--- src/rtl/mv_result_tx.sv ---
// Streaming transmitter for one 3-element MAC result, sent c1 first over valid/ready.
// Define MVTX_CKSUM_EN to append a fourth word, c1 ^ c2 ^ c3, to every result.
module mv_result_tx #(
  parameter int DATA_W = 16
) (
  input  logic              clk,
  input  logic              reset,
  input  logic              cap_valid,
  output logic              cap_ready,
  input  logic [DATA_W-1:0] c1,
  input  logic [DATA_W-1:0] c2,
  input  logic [DATA_W-1:0] c3,
  output logic [DATA_W-1:0] out_data,
  output logic              out_valid,
  input  logic              out_ready,
  output logic              out_last,
  output logic              cap_err
);

`ifdef MVTX_CKSUM_EN
  localparam int NW = 4;
`else
  localparam int NW = 3;
`endif
  localparam logic [1:0] LAST_IDX = 2'(NW - 1);

  localparam logic [0:0] IDLE = 1'b0;
  localparam logic [0:0] SEND = 1'b1;

  logic [0:0]                   state;
  logic [1:0]                   idx;
  logic [NW-1:0][DATA_W-1:0]    active;
  logic [NW-1:0][DATA_W-1:0]    pending;
  logic [NW-1:0][DATA_W-1:0]    new_res;
  logic                         pend_full;
  logic                         cap;
  logic                         hs;
  logic                         last_hs;

  always_comb begin
    new_res    = '0;
    new_res[0] = c1;
    new_res[1] = c2;
    new_res[2] = c3;
`ifdef MVTX_CKSUM_EN
    new_res[3] = c1 ^ c2 ^ c3;
`endif
  end

  assign cap_ready = !pend_full;
  assign cap       = cap_valid && !pend_full;
  assign out_valid = (state == SEND);
  assign out_data  = active[idx];
  assign out_last  = out_valid && (idx == LAST_IDX);
  assign hs        = out_valid && out_ready;
  assign last_hs   = hs && (idx == LAST_IDX);

  always_ff @(posedge clk or posedge reset) begin
    if (reset) begin
      state     <= IDLE;
      idx       <= 2'd0;
      active    <= '0;
      pending   <= '0;
      pend_full <= 1'b0;
      cap_err   <= 1'b0;
    end else begin
      if (cap_valid && pend_full)
        cap_err <= 1'b1;

      case (state)
        IDLE: begin
          if (cap) begin
            active <= new_res;
            idx    <= 2'd0;
            state  <= SEND;
          end
        end
        SEND: begin
          if (last_hs) begin
            // pending wins; a capture here is impossible since cap_ready is low
            if (pend_full) begin
              active    <= pending;
              pend_full <= 1'b0;
              idx       <= 2'd0;
            end else if (cap) begin
              active <= new_res;
              idx    <= 2'd0;
            end else begin
              idx   <= 2'd0;
              state <= IDLE;
            end
          end else begin
            if (hs)
              idx <= idx + 2'd1;
            if (cap) begin
              pending   <= new_res;
              pend_full <= 1'b1;
            end
          end
        end
        default: begin
          state <= IDLE;
          idx   <= 2'd0;
        end
      endcase
    end
  end

endmodule

--- config.mk ---
export PLATFORM = sky130hd
export DESIGN_NAME = mv_result_tx
export DESIGN_NICKNAME = d
export VERILOG_FILES = /design/src/rtl/mv_result_tx.sv
export SDC_FILE = /design/constraint.sdc
export NUM_CORES = 1
export LEC_CHECK = 0
export ABC_CLOCK_PERIOD_IN_PS = 3400
export CAP_MARGIN = 25
export CORE_MARGIN = 4
export CORE_UTILIZATION = 25
export DETAILED_ROUTE_END_ITERATION = 16
export HOLD_SLACK_MARGIN = 0.1
export PLACE_DENSITY = 0.52
export RECOVER_POWER = 25
export SLEW_MARGIN = 30
export SYNTH_ARGS = -nofsm -noshare
export SYNTH_HDL_FRONTEND = slang
export SYNTH_SLANG_ARGS = --single-unit
--- constraint.sdc ---
create_clock -name clk -period 3.4 [get_ports clk]
set_clock_uncertainty 0.05 [all_clocks]
set_input_delay 0.34 -clock clk [delete_from_list [all_inputs] [get_ports clk]]
set_output_delay 0.34 -clock clk [all_outputs]
set_load 0.03 [all_outputs]
==> results.json, run 1 <==
{
  "worst_r2r_path_depth": 4,
  "synth_top_cells_by_area": "sky130_fd_sc_hd__dfrtp_1 56%, sky130_fd_sc_hd__a2bb2oi_1 9.1%, sky130_fd_sc_hd__o22ai_1 8.9%, sky130_fd_sc_hd__mux2_2 7.0%, sky130_fd_sc_hd__mux2_4 6.6%",
  "drive_above_1_share_pct": 18.6,
  "ctsHtreeMaxLevel": 3,
  "dpl-instance-area_mm2": 0.00541,
  "clock_insertion_delay_worst_skew_ns": 0.33,
  "finalWeightedCongestion": 0.731,
  "worstSetupPathType": "reg -> out",
  "tritoncts": "built",
  "post-cts-setup-buffers": 0,
  "critical_path_required_ns": 3.01,
  "power.share.switching_pct": 36.4,
  "holdCritStartpoint": "cap_err$_DFFE_PP0P_",
  "fraction_of_registers_with_async_set_reset_pct": 100,
  "synth_common_cells": "101 x sky130_fd_sc_hd__dfrtp_1, 64 x sky130_fd_sc_hd__o22ai_1, 47 x sky130_fd_sc_hd__a2bb2oi_1",
  "cts_buffer_count": 9,
  "remaining_drc_errors": 0,
  "core_mm2": 0.0175,
  "yosys_register_bits": 101,
  "regToRegStartpoint": "idx[1]$_DFFE_PP0P_",
  "post_cts.resized_instances": 0,
  "synth_top_area_share_pct": 55.9,
  "cell_area_after_layout_mm2": 0.00575,
  "clock-root-buffer": "sky130_fd_sc_hd__clkbuf_16",
  "timing_max_transition_violations_final": 47,
  "timing.final.hold_violations": 0,
  "antenna_cells": 0,
  "report.power.total_w": 0.00615,
  "dr_wl_met3_um": 512,
  "syn_nets": 403,
  "dieArea_mm2": 0.0203,
  "dpl.cell_count": 619,
  "leakage_nw": 2.30,
  "total_switching_power_w": 0.00224,
  "setup-violations-final": 0,
  "irDropWorstVdd_uv": 685,
  "antenna_left": 0,
  "outcome": "finished with violations",
  "viasPerCell": 4.91,
  "postSynthAreaPerCell_um2": 12.9,
  "num_vias": 3114,
  "cts.reportedPaths.clkPinSlew_ns": 0.06,
  "clock_sink_count": 101,
  "critical_path_arrival_ns": 2.32,
  "grt_use_total_pct": 12.0,
  "ioPinCount": 72,
  "worst_hold_path_cells": 1,
  "sequential_fraction_of_design_power_pct": 35.3,
  "rows": 48,
  "power_per_cell_area_mw_per_mm2": 1070,
  "crit_chain": "buf_4, mux2i_1, o22ai_1, clkdlybuf4s50_1",
  "grt-ovfl-total": 0,
  "dp_hpwl_mm": 7.74,
  "clockPowerShare_pct": 18.5,
  "yosysTopAreaCell": "sky130_fd_sc_hd__dfrtp_1",
  "fmaxAchievable_ghz": 0.368,
  "first_global_vias": 3328,
  "postRouteWirelength_mm": 11.9,
  "synthDistinctLibCells": 28,
  "timing.slew.headroom_pct": -43.2,
  "power.internal_w": 0.00391,
  "instances_no_fill": 634,
  "p_comb_share_pct": 46.1,
  "first_iter_violations": 183,
  "die-height_um": 142,
  "finalNetCount": 457,
  "wl_per_cell_um": 18.7,
  "timing_startpoint_of_the_critical_path": "idx[1]$_DFFE_PP0P_",
  "tightestPinTransition_ns": 2.14,
  "period_needed_ns": 2.71,
  "finalSetupTns_ns": 0,
  "cp_num_buf_inv": 2,
  "routed-wl-met2_mm": 5.26,
  "worst-path-max-fanout": 37,
  "port-buffer-count": 71,
  "cts_max_path_buffers": 2,
  "cp_top_family": "buffers and inverters",
  "setup.worst_path.start_class": "register",
  "timing.critical_path.slowest_cell_delay_ns": 0.73,
  "die-width_um": 142,
  "initial_core_util_pct": 25.9,
  "postCtsHoldBufs": 0,
  "worstSetupEndpointType": "output port",
  "grt_pass1_wl_mm": 19.0,
  "grt_setup_unrepaired": "no",
  "violations": "max-capacitance violations, max-slew violations",
  "drt_pre_antenna_iters": 4,
  "holdCritPathClass": "reg -> reg",
  "top_layer": "met4",
  "critPathSlowestCell": "sky130_fd_sc_hd__clkdlybuf4s50_1",
  "seq_area_frac_synth_pct": 55.9,
  "synth-edff-count": 0,
  "antenna_found_initial": 0,
  "post_synth_inst_count": 351,
  "timing.critical_path.depth": 4,
  "wire_length_on_met1_mm": 5.97,
  "yosysWarningCount": 0,
  "syn_to_final_growth_pct": 27.2,
  "dpl_worst_slack_ns": 0.943,
  "max-cap-violations": 1,
  "grt_start_max_net_pins": 56,
  "final.period_utilization_pct": 79.8,
  "final_critical_path_setup_slack_ns": 0.686,
  "syn-cell-area_mm2": 0.00452,
  "yosys.cell_count.top_type": "sky130_fd_sc_hd__dfrtp_1",
  "postSynth.topFlopCell": "sky130_fd_sc_hd__dfrtp_1"
}
## power groups by stage
| stage | Sequential [W] | Combinational [W] | Clock [W] |
|---|---|---|---|
| 5_1_grt | 0.00224 | 0.00309 | 0.00121 |
| 3_3_place_gp | 0.00217 | 0.00284 | 0 |
| 4_1_cts | 0.00217 | 0.00289 | 0.00116 |
| 3_5_place_dp | 0.00218 | 0.00288 | 0 |
| 2_1_floorplan | 0.00205 | 0.00209 | 0 |
| 6_report | 0.00217 | 0.00284 | 0.00114 |
## per-layer routing
| layer | up-vias | track usage, % |
|---|---|---|
| met1 | 1587 | 17.5 |
| met5 | - | 0 |
| met3 | 10 | 2.92 |
| li1 | 1450 | - |
| met4 | 0 | 2.85 |
| met2 | 67 | 18.0 |
## state kept, by name (all words and copies together) (netlist names)
name       count
active        48
pending       48
idx            2
cap_err        1
out_valid      1
pend_full      1
## metrics by stage
step	hold slack, ns	utilization, %
2_1_floorplan	0.411	-
3_3_place_gp	0.436	31.0
3_5_place_dp	0.438	31.0
4_1_cts	0.400	32.9
5_1_grt	0.458	32.9
6_report	0.449	32.9
## final timing paths
path	to	slack, ns
min reg2reg	cap_err$_DFFE_PP0P_	0.45
min	cap_err$_DFFE_PP0P_	0.45
max	out_data[13]	0.69
min in group asynchronous	pending[21]$_DFFE_PP0P_	0.97
max reg2reg	pending[39]$_DFFE_PP0P_	1.22
max in group asynchronous	idx[1]$_DFFE_PP0P_	1.30
## logic make-up after synthesis
logic type             Yosys count  share of synthesized area (%)
AOI/OAI and AO/OA              120                           19.5
buffers and inverters           39                           4.38
DFF                            101                           55.9
muxes                           64                           17.2
and+or+nand+nor                 27                           3.05
## layout make-up
class                      instances  area (um2)
clock inverter                     3        67.6
tap                              225         282
fill                            1729       11700
timing repair buffer              78         788
inverter                           4        16.3
sequential                       101        2530
clock buffer                      12         267
multi-input combinational        211        1800
## placed cells by master (no fill, tap or decap), types with 2 or more instances in the layout
master and count:
sky130_fd_sc_hd__dfrtp_1 101, sky130_fd_sc_hd__clkdlybuf4s50_1 69, sky130_fd_sc_hd__o22ai_1 64, sky130_fd_sc_hd__a2bb2oi_1 47, sky130_fd_sc_hd__mux2_2 28, sky130_fd_sc_hd__mux2_4 20, sky130_fd_sc_hd__nand2_1 18, sky130_fd_sc_hd__mux2i_1 16
sky130_fd_sc_hd__clkbuf_16 9, sky130_fd_sc_hd__buf_4 5, sky130_fd_sc_hd__inv_1 3, sky130_fd_sc_hd__o21ai_0 3, sky130_fd_sc_hd__clkbuf_8 3, sky130_fd_sc_hd__bufinv_16 2, sky130_fd_sc_hd__dlygate4sd3_1 2, sky130_fd_sc_hd__buf_12 2
(Power assumes the default switching activity.)
==> inputs of run 2 (changes only) <==
--- a/config.mk
+++ b/config.mk
@@ -5,7 +5,7 @@
 export SDC_FILE = /design/constraint.sdc
 export NUM_CORES = 1
 export LEC_CHECK = 0
-export ABC_CLOCK_PERIOD_IN_PS = 3400
+export ABC_CLOCK_PERIOD_IN_PS = 2500
 export CAP_MARGIN = 25
 export CORE_MARGIN = 4
 export CORE_UTILIZATION = 25
==> constraint.sdc (replaced) <==
create_clock -name clk -period 2.5 [get_ports clk]
set_clock_uncertainty 0.05 [all_clocks]
set_input_delay 0.25 -clock clk [delete_from_list [all_inputs] [get_ports clk]]
set_output_delay 0.25 -clock clk [all_outputs]
set_load 0.03 [all_outputs]
==> results.json, run 2 (synthesized netlist as in run 1, its figures left out) <==
{
  "first_iter_violations": 192,
  "fmaxAchievable_ghz": 0.491,
  "worstSetupEndpointType": "output port",
  "post-cts-setup-buffers": 0,
  "critical_path_required_ns": 2.20,
  "critical_path_arrival_ns": 1.74,
  "worst-path-max-fanout": 13,
  "grt_pass1_wl_mm": 19.0,
  "finalWeightedCongestion": 0.744,
  "critPathSlowestCell": "sky130_fd_sc_hd__clkdlybuf4s50_1",
  "setup-violations-final": 0,
  "crit_chain": "clkdlybuf4s50_1",
  "holdCritPathClass": "reg -> reg",
  "initial_core_util_pct": 25.9,
  "holdCritStartpoint": "cap_err$_DFFE_PP0P_",
  "grt_setup_unrepaired": "no",
  "wl_per_cell_um": 19.1,
  "tritoncts": "built",
  "num_vias": 3129,
  "leakage_nw": 2.37,
  "die-height_um": 142,
  "timing_startpoint_of_the_critical_path": "out_valid$_DFF_PP0_",
  "drt_pre_antenna_iters": 4,
  "final.period_utilization_pct": 81.4,
  "antenna_left": 0,
  "instances_no_fill": 638,
  "finalSetupTns_ns": 0,
  "dp_hpwl_mm": 8.03,
  "top_regs": "active (48), pending (48), idx (2)",
  "dieArea_mm2": 0.0203,
  "clock_sink_count": 101,
  "first_global_vias": 3272,
  "tightestPinTransition_ns": 1.44,
  "cp_num_buf_inv": 1,
  "cts_buffer_count": 9,
  "irDropWorstVdd_uv": 711,
  "syn_to_final_growth_pct": 29.1,
  "worstSetupPathType": "reg -> out",
  "regToRegStartpoint": "out_valid$_DFF_PP0_",
  "die-width_um": 142,
  "max-cap-violations": 0,
  "drive_above_1_share_pct": 22.8,
  "layout.cells.most_common": "sky130_fd_sc_hd__dfrtp_1",
  "viasPerCell": 4.90,
  "ctsHtreeMaxLevel": 3,
  "finalNetCount": 461,
  "outcome": "finished, final reports clean",
  "postRouteWirelength_mm": 12.2,
  "ioPinCount": 72,
  "cts.reportedPaths.clkPinSlew_ns": 0.06,
  "core_mm2": 0.0175,
  "dpl.cell_count": 623,
  "clock-root-buffer": "sky130_fd_sc_hd__clkbuf_16",
  "postCtsHoldBufs": 0,
  "cts_max_path_buffers": 2,
  "period_needed_ns": 2.04,
  "setup.worst_path.start_class": "register",
  "cp_top_family": "buffers and inverters",
  "timing.critical_path.slowest_cell_delay_ns": 0.80,
  "post_cts.resized_instances": 0,
  "power_per_cell_area_mw_per_mm2": 1450,
  "rows": 48,
  "timing.slew.headroom_pct": 3.28,
  "antenna_cells": 0,
  "report.power.total_w": 0.00843,
  "grt_use_total_pct": 12.0,
  "timing_max_transition_violations_final": 0,
  "antenna_found_initial": 0,
  "remaining_drc_errors": 0,
  "clock_insertion_delay_worst_skew_ns": 0.33,
  "grt_start_max_net_pins": 50,
  "port-buffer-count": 71,
  "grt-ovfl-total": 0,
  "timing.final.hold_violations": 0,
  "top_library_cells_by_usage_in_the_layout_fill_and_taps_aside": "101 x sky130_fd_sc_hd__dfrtp_1, 64 x sky130_fd_sc_hd__o22ai_1, 53 x sky130_fd_sc_hd__clkdlybuf4s50_1, 47 x sky130_fd_sc_hd__a2bb2oi_1, 28 x sky130_fd_sc_hd__mux2_2",
  "hold-worst-slack_ns": 0.431
}
-- run 2: changes by cell type in the layout (fill, tap and decap cells not counted) --
cell / delta
sky130_fd_sc_hd__buf_12: +14
sky130_fd_sc_hd__clkinvlp_4: -1
sky130_fd_sc_hd__clkinv_2: +2
sky130_fd_sc_hd__clkbuf_8: -2
sky130_fd_sc_hd__buf_4: +6
sky130_fd_sc_hd__clkdlybuf4s50_1: -16
sky130_fd_sc_hd__clkbuf_2: +1
sky130_fd_sc_hd__bufinv_16: -2
sky130_fd_sc_hd__clkbuf_1: +3
sky130_fd_sc_hd__dlygate4sd3_1: -1
-- run 2: per-stage QoR --
step	instance area, um2	utilization, %	worst slack (ns)
detailed placement	5590	32.0	0.394
global route	5830	33.4	0.212
floorplan	4520	-	0.774
CTS	5850	33.5	0.455
finish	5830	33.4	0.464
global placement	5590	32.0	0.417
-- run 2: path summary, 6_finish.rpt --
| path | to | slack [ns] | cells past startpoint |
|---|---|---|---|
| setup reg to reg | pending[9]$_DFFE_PP0P_ | 0.68 | 3 |
| max in group asynchronous | pending[31]$_DFFE_PP0P_ | 0.53 | 3 |
| hold reg to reg | cap_err$_DFFE_PP0P_ | 0.43 | 1 |
| min in group asynchronous | active[41]$_DFFE_PP0P_ | 0.65 | 2 |
| hold / removal | cap_err$_DFFE_PP0P_ | 0.43 | 1 |
| setup / recovery | out_valid | 0.46 | 1 |
-- run 2: area by class of cell --
cell class / instances / area, um2
fill: 1691 / 11600
inverter: 4 / 16.3
multi-input combinational: 211 / 1800
clock buffer: 13 / 250
sequential: 101 / 2530
tap: 225 / 282
timing repair buffer: 82 / 948
clock inverter: 2 / 10.0
-- run 2: report_power, final --
part / switching [W] / internal (W)
Combinational: 0.00206 / 0.00218
Clock: 0.000555 / 0.000694
Sequential: 0.000482 / 0.00246
Total: 0.00310 / 0.00533
-- run 2: routing by layer --
| metal | GRT usage (%) | share of wire, % |
|---|---|---|
| met3 | 2.69 | 3.6 |
| met2 | 17.8 | 45 |
| met1 | 17.3 | 50 |
| met5 | 0 | 0 |
| met4 | 3.85 | 1.4 |
